[src/rtl/mem_bank.sv]
`default_nettype none
// ============================================================================
//  Module   : mem_bank
//  Desc     : Single memory endpoint. Requests are queued in an in-order FIFO,
//             executed one at a time against a local word array, and answered
//             after a fixed delay through a valid/ready response port.
//  Revision : 1.0 - initial release
// ============================================================================
module mem_bank #(
    parameter int MEM_ADDR  = 0,
    parameter int DEPTH     = 16,
    parameter int DATA_W    = 32,
    parameter int ADDR_W    = 8,
    parameter int NCORES    = 2,
    parameter int TXID_W    = 4,
    parameter int REQ_DEPTH = 4,
    parameter int RSP_DELAY = 2,
    parameter int SRC_W     = (NCORES > 1) ? $clog2(NCORES) : 1
) (
    input  logic              clk,
    input  logic              rst,
    input  logic              req_valid,
    output logic              req_ready,
    input  logic              req_wr,
    input  logic [ADDR_W-1:0] req_addr,
    input  logic [DATA_W-1:0] req_data,
    input  logic [SRC_W-1:0]  req_src,
    input  logic [TXID_W-1:0] req_txid,
    output logic              rsp_valid,
    input  logic              rsp_ready,
    output logic              rsp_wr,
    output logic              rsp_err,
    output logic [DATA_W-1:0] rsp_data,
    output logic [SRC_W-1:0]  rsp_dst,
    output logic [TXID_W-1:0] rsp_txid,
    output logic [7:0]        rsp_mem
);

    localparam int IDX_W = (DEPTH > 1) ? $clog2(DEPTH) : 1;
    localparam int PTR_W = (REQ_DEPTH > 1) ? $clog2(REQ_DEPTH) : 1;
    localparam int CNT_W = $clog2(REQ_DEPTH + 1);
    localparam int ENT_W = 1 + ADDR_W + DATA_W + SRC_W + TXID_W;

    localparam logic [1:0]       c_idle  = 2'd0;
    localparam logic [1:0]       c_wait  = 2'd1;
    localparam logic [1:0]       c_resp  = 2'd2;
    localparam logic [CNT_W-1:0] c_full  = CNT_W'(REQ_DEPTH);
    localparam logic [PTR_W-1:0] c_last  = PTR_W'(REQ_DEPTH - 1);
    localparam logic [3:0]       c_delay = 4'(RSP_DELAY);
    localparam logic [32:0]      c_depth = 33'(DEPTH);

    logic [1:0]        r_state;
    logic [3:0]        r_cnt;
    logic [PTR_W-1:0]  r_wptr;
    logic [PTR_W-1:0]  r_rptr;
    logic [CNT_W-1:0]  r_count;
    logic [ENT_W-1:0]  r_fifo [REQ_DEPTH];
    logic [DATA_W-1:0] r_mem  [DEPTH];

    logic              r_rsp_wr;
    logic              r_rsp_err;
    logic [DATA_W-1:0] r_rsp_data;
    logic [SRC_W-1:0]  r_rsp_dst;
    logic [TXID_W-1:0] r_rsp_txid;

    logic              w_push;
    logic              w_pop;
    logic [ENT_W-1:0]  w_head;
    logic              w_h_wr;
    logic [ADDR_W-1:0] w_h_addr;
    logic [DATA_W-1:0] w_h_data;
    logic [SRC_W-1:0]  w_h_src;
    logic [TXID_W-1:0] w_h_txid;
    logic [IDX_W-1:0]  w_idx;
    logic              w_oob;
    logic [DATA_W-1:0] w_rsp_data;

    // Ready depends only on occupancy, so a full FIFO never bypasses a pop.
    assign req_ready = (r_count < c_full);
    assign w_push    = req_valid && req_ready;
    assign w_pop     = (r_state == c_idle) && (r_count != '0);

    assign w_head = r_fifo[r_rptr];
    assign {w_h_wr, w_h_addr, w_h_data, w_h_src, w_h_txid} = w_head;

    // Range check uses the full address so high bits cannot alias into the array.
    assign w_idx      = IDX_W'(w_h_addr);
    assign w_oob      = (33'(w_h_addr) >= c_depth);
    assign w_rsp_data = w_oob ? '0 : (w_h_wr ? w_h_data : r_mem[w_idx]);

    assign rsp_valid = (r_state == c_resp);
    assign rsp_wr    = r_rsp_wr;
    assign rsp_err   = r_rsp_err;
    assign rsp_data  = r_rsp_data;
    assign rsp_dst   = r_rsp_dst;
    assign rsp_txid  = r_rsp_txid;
    assign rsp_mem   = 8'(MEM_ADDR);

    // FIFO payload storage; occupancy tracking makes a reset here unnecessary.
    always_ff @(posedge clk) begin
        if (w_push) begin
            r_fifo[r_wptr] <= {req_wr, req_addr, req_data, req_src, req_txid};
        end
    end

    // FIFO pointers and occupancy; simultaneous push and pop leave the count alone.
    always_ff @(posedge clk or posedge rst) begin
        if (rst) begin
            r_wptr  <= '0;
            r_rptr  <= '0;
            r_count <= '0;
        end else begin
            if (w_push) begin
                r_wptr <= (r_wptr == c_last) ? '0 : r_wptr + 1'b1;
            end
            if (w_pop) begin
                r_rptr <= (r_rptr == c_last) ? '0 : r_rptr + 1'b1;
            end
            case ({w_push, w_pop})
                2'b10:   r_count <= r_count + 1'b1;
                2'b01:   r_count <= r_count - 1'b1;
                default: r_count <= r_count;
            endcase
        end
    end

    // Execute/delay/respond sequencer; response fields are frozen at execute time.
    always_ff @(posedge clk or posedge rst) begin
        if (rst) begin
            r_state    <= c_idle;
            r_cnt      <= '0;
            r_rsp_wr   <= 1'b0;
            r_rsp_err  <= 1'b0;
            r_rsp_data <= '0;
            r_rsp_dst  <= '0;
            r_rsp_txid <= '0;
        end else begin
            case (r_state)
                c_idle: begin
                    if (w_pop) begin
                        r_rsp_wr   <= w_h_wr;
                        r_rsp_err  <= w_oob;
                        r_rsp_data <= w_rsp_data;
                        r_rsp_dst  <= w_h_src;
                        r_rsp_txid <= w_h_txid;
                        r_cnt      <= c_delay;
                        r_state    <= (c_delay == 4'd0) ? c_resp : c_wait;
                    end
                end
                c_wait: begin
                    if (r_cnt <= 4'd1) begin
                        r_state <= c_resp;
                    end else begin
                        r_cnt <= r_cnt - 4'd1;
                    end
                end
                c_resp: begin
                    if (rsp_ready) begin
                        r_state <= c_idle;
                    end
                end
                default: r_state <= c_idle;
            endcase
        end
    end

    // Word array; out-of-range writes are discarded.
    always_ff @(posedge clk or posedge rst) begin
        if (rst) begin
            for (int i = 0; i < DEPTH; i++) begin
                r_mem[i] <= '0;
            end
        end else if (w_pop && w_h_wr && !w_oob) begin
            r_mem[w_idx] <= w_h_data;
        end
    end

endmodule
`default_nettype wire

[config.mk]
export PLATFORM = sky130hd
export DESIGN_NAME = mem_bank
export DESIGN_NICKNAME = d
export VERILOG_FILES = /design/src/rtl/mem_bank.sv
export SDC_FILE = /design/constraint.sdc
export NUM_CORES = 1
export LEC_CHECK = 0
export BUFFER_PORTS_ARGS = -buffer_cell sky130_fd_sc_hd__buf_2
export CORE_ASPECT_RATIO = 1.2
export CORE_MARGIN = 2
export CORE_UTILIZATION = 63
export DETAILED_ROUTE_END_ITERATION = 6
export PLACE_DENSITY_LB_ADDON = 0.25
export SYNTH_ARGS = -nofsm -noshare
export SYNTH_HDL_FRONTEND = slang
export SYNTH_SLANG_ARGS = --single-unit
[constraint.sdc]
create_clock -name clk -period 35 [get_ports clk]
set_clock_uncertainty 0.1 [all_clocks]
set_input_delay 3.5 -clock clk [delete_from_list [all_inputs] [get_ports clk]]
set_output_delay 3.5 -clock clk [all_outputs]
set_load 0.02 [all_outputs]
==> flow_summary.json, run 1 <==
{
  "status": "finished, final reports clean",
  "setup-violations-final": 0,
  "power.density_nw_per_um2": 77.3,
  "final_max_slew_viol_count": 0,
  "cts_hold_buf": 0,
  "synthArstFlopShare_pct": 75.4,
  "critPathLaunchType": "input port",
  "fin_nets": 2301,
  "post_cts_buffers": 0,
  "cts_tree": "done",
  "clk_latency_ns": 0.61,
  "use_met2_pct": 47.9,
  "h-tree-depth": 3,
  "timing.fmax_mhz": 172,
  "die_width_microns": 213,
  "p_leak_nw": 17.7,
  "track_usage_pct": 27.6,
  "die_height_microns": 255,
  "yosys_warnings": 0,
  "holdCritPathClass": "flop to flop",
  "fin_crit_sh_pct": 16.6,
  "antenna_found_initial": 2,
  "post-dp-hpwl_microns": 40900,
  "grt_pass1_vias": 19900,
  "clockRootBuffer": "clkbuf_16",
  "core_sq_um": 52300,
  "fin_cells": 3004,
  "synthDistinctLibCells": 46,
  "setup_tns_ns": 0,
  "synthCells": 2228,
  "critPathArrivalTime_ns": 6.28,
  "drc": 0,
  "cts.sinks": 748,
  "port_buffers": 90,
  "ant_nets": 0,
  "synth.yosys.seq_area_share_pct": 59.4,
  "dr.pass1.iters": 5,
  "drv_cap": 0,
  "cp_data_required_time_ns": 35.46,
  "synth-edff-count": 184,
  "die-area_sq_um": 54400,
  "gp_congestion": 0.815,
  "vias": 18900,
  "row_count": 92,
  "peakVddDrop_uv": 79.6,
  "wl_per_cell_microns": 24.3,
  "dp_cells": 2872,
  "grt_pass1_wl_microns": 114000,
  "drive_above_1_share_pct": 31.6,
  "slew_headroom_pct": 20.1,
  "grt_setup_unrepaired": "no",
  "initial_utilization_pct": 63.3,
  "worst_slack_ns": 29.18,
  "worstSetupEndpointType": "asynchronous set/reset pin",
  "globalRouteOverflowTotal": 0,
  "drt-vias-per-instance": 6.29,
  "syn_area_per_cell_sq_um": 14.8,
  "synth_area_sq_um": 33100,
  "grtUsageMet3_pct": 4.38,
  "drt-total-wl_microns": 73000,
  "layout_min_cycle_time_ns": 5.82,
  "critPathKind": "input port to asynchronous set/reset pin",
  "cts_resized": 0,
  "area_delta_synth_final_pct": 9.47,
  "busiest_layer": "met2",
  "dp_slack_ns": 28.47,
  "io_pins": 99,
  "yosys_register_bits": 748,
  "reg2reg_slack_ns": 30.36,
  "ctsLongestPathBuffers": 3,
  "worstMarginPinSlew_ns": 1.19,
  "dr.first_iter.drc_count": 1152,
  "crit_fanout": 196,
  "hold_viol_final": 0,
  "grt_max_degree": 197,
  "ys.flop_type": "dfrtp_1",
  "cts_made_buffers": 73,
  "clk_pin_slew_worst_paths_ns": 0.06,
  "use_met1_pct": 35.4
}
## stage by stage
step	utilization, %	total power, W	cell area, sq um	hold slack [ns]
5_1_grt	69.3	0.00293	36200	0.398
3_3_place_gp	64.7	0.00199	33800	0.366
3_5_place_dp	64.7	0.00202	33800	0.375
4_1_cts	69.3	0.00281	36200	0.390
6_report	69.3	0.00280	36200	0.385
2_1_floorplan	-	0.00177	33100	0.364
## logic make-up (layout without fill, tap and decap cells)
kind of cell,after synthesis,count (layout),share of synthesized area (%)
multiplexers,815,815,28.2
XOR/XNOR,4,4,0.106
adder cells (fa/ha/maj),9,9,0.363
AND/OR/NAND/NOR,210,210,3.37
AO/OA/AOI/OAI,237,237,5.60
flip-flops,748,748,59.4
buffers and inverters,204,267,3.04
other,1,9,0.0113
## final timing paths
| kind | startpoint | endpoint | depth (start not counted) |
|---|---|---|---|
| hold reg to reg | rsp_dst$_DFFE_PP0P_ | rsp_dst$_DFFE_PP0P_ | 2 |
| setup / recovery | rst | r_mem[122]$_DFFE_PP0P_ | 4 |
| hold / removal | rsp_dst$_DFFE_PP0P_ | rsp_dst$_DFFE_PP0P_ | 2 |
| setup reg to reg | r_rptr[0]$_DFFE_PP0P_ | r_mem[20]$_DFFE_PP0P_ | 5 |
| max in group clk | r_state[0]$_DFFE_PP0P_ | rsp_valid | 2 |
| min in group asynchronous | rst | r_mem[75]$_DFFE_PP0P_ | 2 |
## routing by layer
metal / share of wire (%) / vias up / wire length, microns
li1: - / 8278 / -
met2: 52 / 454 / 37600
met5: 0 / - / 0
met1: 41 / 10000 / 30100
met3: 4.2 / 150 / 3060
met4: 3.1 / 0 / 2230
## synthesized netlist by cell type, types with 6 or more instances
cell type | instances | area, sq um
nor2_1 | 7 | 26.3
mux2_2 | 387 | 4360
buf_2 | 75 | 375
nand2_1 | 153 | 574
a21oi_1 | 97 | 485
mux4_2 | 41 | 923
a22oi_1 | 64 | 480
edfxtp_1 | 184 | 5530
and2_1 | 6 | 37.5
buf_4 | 31 | 233
a32oi_1 | 32 | 280
ha_1 | 8 | 100
o41ai_2 | 32 | 521
clkbuf_1 | 76 | 285
inv_1 | 14 | 52.6
dfrtp_1 | 564 | 14100
mux2i_1 | 260 | 2600
nand4_4 | 10 | 213
mux2_1 | 127 | 1430
## sequential cells by signal (all words and copies together), names as in the netlist
name	cells
r_mem	512
r_fifo	184
rsp_data	32
r_cnt	4
rsp_txid	4
r_count	3
r_rptr	2
r_state	2
r_wptr	2
rsp_dst	1
rsp_err	1
rsp_wr	1
## cell usage in the layout (no fill, tap or decap), types with 5 or more instances in the layout
cell / Yosys / layout
and2_2: 2 / 6
a32oi_1: 32 / 32
buf_2: 75 / 90
clkbuf_8: 0 / 14
conb_1: 1 / 8
nand2_1: 153 / 153
inv_1: 14 / 13
nor2_1: 7 / 6
o41ai_2: 32 / 32
edfxtp_1: 184 / 184
o21ai_0: 5 / 5
ha_1: 8 / 8
clkbuf_16: 0 / 77
clkinv_2: 0 / 8
clkbuf_1: 76 / 13
mux2_2: 387 / 387
mux4_2: 41 / 39
a22oi_1: 64 / 64
nor2_4: 4 / 5
mux2i_1: 260 / 260
mux2_1: 127 / 127
dfrtp_1: 564 / 562
nor4_1: 5 / 5
clkinv_1: 1 / 9
buf_4: 31 / 27
nand4_4: 10 / 11
a21oi_1: 97 / 97
## report_power, final
part / internal (W) / switching, W / total (W)
Clock: 0.000461 / 0.000326 / 0.000786
Sequential: 0.00102 / 0.0000759 / 0.00110
Combinational: 0.000320 / 0.000598 / 0.000917
Total: 0.00180 / 0.000999 / 0.00280
## layout make-up
type / count / area [sq um]
diodes: 1 / 2.50
well taps: 705 / 882
repair buffers: 119 / 693
multi-input cells: 1283 / 12500
fillers: 3483 / 16000
clock inverters: 27 / 243
inverters: 17 / 71.3
flip-flops and latches: 748 / 19600
clock buffers: 104 / 2170
## worst max-delay path, cell delays in order
cell and delay [ns]:
buf_2 0.13, inv_8 0.56, buf_12 0.80, buf_4 1.01
Note: power is estimated with default switching activity, not from simulation.
==> inputs of run 2 (changes only) <==
- CORE_UTILIZATION: 63 -> 56
- clock period: 35 -> 5.01 ns (I/O delays scaled with it)
==> run 2 against run 1 <==
Net effect:
- design area increased by 2.5%
- largest cell class unchanged
- sequential cell count did not move
- routed wire length grew 4.7%
- sequential share of layout area shrank 1.3 points
- first-iteration DRC count rose by 6.5%
- worst setup slack lost 28 ns
- sequential power increased to 7.0 times the previous value
- critical path type is now flop to flop
- core utilization down 5.7 points
- worst hold slack got worse by 0.35 ns
- power rose to 7.1 times the previous value
- combinational power grew to 7.1 times the previous value
- via count increased by 1.8%
==> flow_summary.json, run 2 (same netlist as run 1, synthesis figures left out) <==
{
  "holdCritPathClass": "input port to flop",
  "cts.sinks": 748,
  "n_fill_cell": 4247,
  "grt_setup_unrepaired": "no",
  "die_width_microns": 226,
  "setup-violations-final": 0,
  "worst_slack_ns": 1.26,
  "use_met1_pct": 34.3,
  "fin_crit_sh_pct": 74.9,
  "drt-total-wl_microns": 76400,
  "use_met2_pct": 42.9,
  "grt_max_degree": 205,
  "drive_above_1_share_pct": 31.6,
  "cts_made_buffers": 75,
  "drt-vias-per-instance": 6.07,
  "whs_path_depth": 3,
  "track_usage_pct": 25.7,
  "area_delta_synth_final_pct": 12.2,
  "globalRouteOverflowTotal": 0,
  "layout_min_cycle_time_ns": 3.75,
  "clk_pin_slew_worst_paths_ns": 0.06,
  "critPathArrivalTime_ns": 4.15,
  "power.density_nw_per_um2": 537,
  "largest-register": "r_mem",
  "peakVddDrop_uv": 465,
  "cts_resized": 0,
  "initial_utilization_pct": 56.7,
  "post_cts_buffers": 0,
  "critPathKind": "flop to flop",
  "largest_register_ffs": 512,
  "final_max_slew_viol_count": 0,
  "status": "finished, final reports clean",
  "timing.fmax_mhz": 267,
  "worstMarginPinSlew_ns": 1.19,
  "dp_slack_ns": 1.22,
  "setup_tns_ns": 0,
  "die-area_sq_um": 61000,
  "row_count": 97,
  "clockRootBuffer": "clkbuf_16",
  "grtUsageMet3_pct": 3.71,
  "cp_data_required_time_ns": 5.41,
  "dr.first_iter.drc_count": 1227,
  "vias": 19200,
  "grt_pass1_wl_microns": 119000,
  "wl_per_cell_microns": 24.1,
  "h-tree-depth": 3,
  "ant_nets": 0,
  "antenna_found_initial": 0,
  "final_cell_mix": "562 x dfrtp_1, 387 x mux2_2, 260 x mux2i_1",
  "r2r_cells": 6,
  "port_buffers": 90,
  "critPathLaunchType": "flop",
  "worstSetupEndpointType": "flop",
  "post-dp-hpwl_microns": 44300,
  "slew_headroom_pct": 21.0,
  "drv_cap": 0,
  "die_height_microns": 270,
  "clk_latency_ns": 0.63,
  "io_pins": 99,
  "dr.pass1.iters": 5,
  "gp_congestion": 0.779,
  "drc": 0,
  "grt_pass1_vias": 20500,
  "cts_tree": "done",
  "p_leak_nw": 18.0,
  "busiest_layer": "met2",
  "fin_nets": 2371,
  "power_w": 0.0199,
  "layout_commonest_cell": "dfrtp_1",
  "hold_viol_final": 0,
  "ctsLongestPathBuffers": 3,
  "crit_fanout": 36,
  "core_sq_um": 58400
}
==> run 2: cell types whose count changed in the layout (fill, tap and decap cells not counted), sizes merged <==
| cell | change |
|---|---|
| clkinvlp | -2 |
| clkbuf | +3 |
| bufinv | +2 |
| buf | +21 |
| clkinv | +5 |
| dlygate4sd3 | +47 |
==> run 2: cell type report <==
type	count	area (sq um)	share of cell area, %
well taps	792	991	2.67
inverters	17	67.6	0.182
clock buffers	107	2170	5.85
multi-input cells	1283	12500	33.7
clock inverters	32	348	0.937
repair buffers	187	1380	3.73
flip-flops and latches	748	19600	52.9
diodes	1	2.50	0.00674
==> run 2: timing repair <==
action / in CTS / in global routing
endpoints found under the setup margin: 0 / 0
hold buffers: 47 / 0
endpoints found under the hold margin: 186 / 0
==> run 2: per-layer routing <==
layer  wire length [microns]  share of wire [%]
met5                       0                  0
met4                    2370                3.1
met3                    3450                4.5
met2                   37800                 49
met1                   32800                 43
==> run 2: power breakdown <==
part	switching, W	internal (W)	leakage [nW]
clock network	0.00235	0.00335	1.23
logic	0.00426	0.00230	7.30
registers	0.000541	0.00713	9.49
total	0.00715	0.0128	18.0
==> run 2: final timing paths <==
| check | startpoint | end | slack, ns |
|---|---|---|---|
| max reg2reg | r_rptr[1]$_DFFE_PP0P_ | r_mem[95]$_DFFE_PP0P_ | 1.26 |
| max | r_rptr[1]$_DFFE_PP0P_ | r_mem[95]$_DFFE_PP0P_ | 1.26 |
| min in group asynchronous | rst | r_mem[382]$_DFFE_PP0P_ | 0.26 |
| max in group asynchronous | rst | r_rptr[0]$_DFFE_PP0P_ | 3.02 |
| min reg2reg | rsp_txid[0]$_DFFE_PP0P_ | rsp_txid[0]$_DFFE_PP0P_ | 0.38 |
| min | rsp_ready | r_state[1]$_DFFE_PP0P_ | 0.04 |
==> run 2: through the flow <==
step           area (sq um)  util [%]  hold WS (ns)  cells
5_1_grt               37100      63.6        0.0754   3166
4_1_cts               37100      63.6        0.0205   3166
3_3_place_gp          34100      58.5         0.356   2980
2_1_floorplan         33100         -         0.364   2235
6_report              37100      63.6        0.0368   3167
3_5_place_dp          34100      58.5         0.356   2980
==> run 2: worst max-delay path, stage by stage, from the launching register on <==
cell and delay [ns]:
dfrtp_2 0.92, mux4_2 0.36, inv_2 0.06, nor2_4 0.50
buf_4 0.36, nand4_4 0.71, mux2_1 0.59
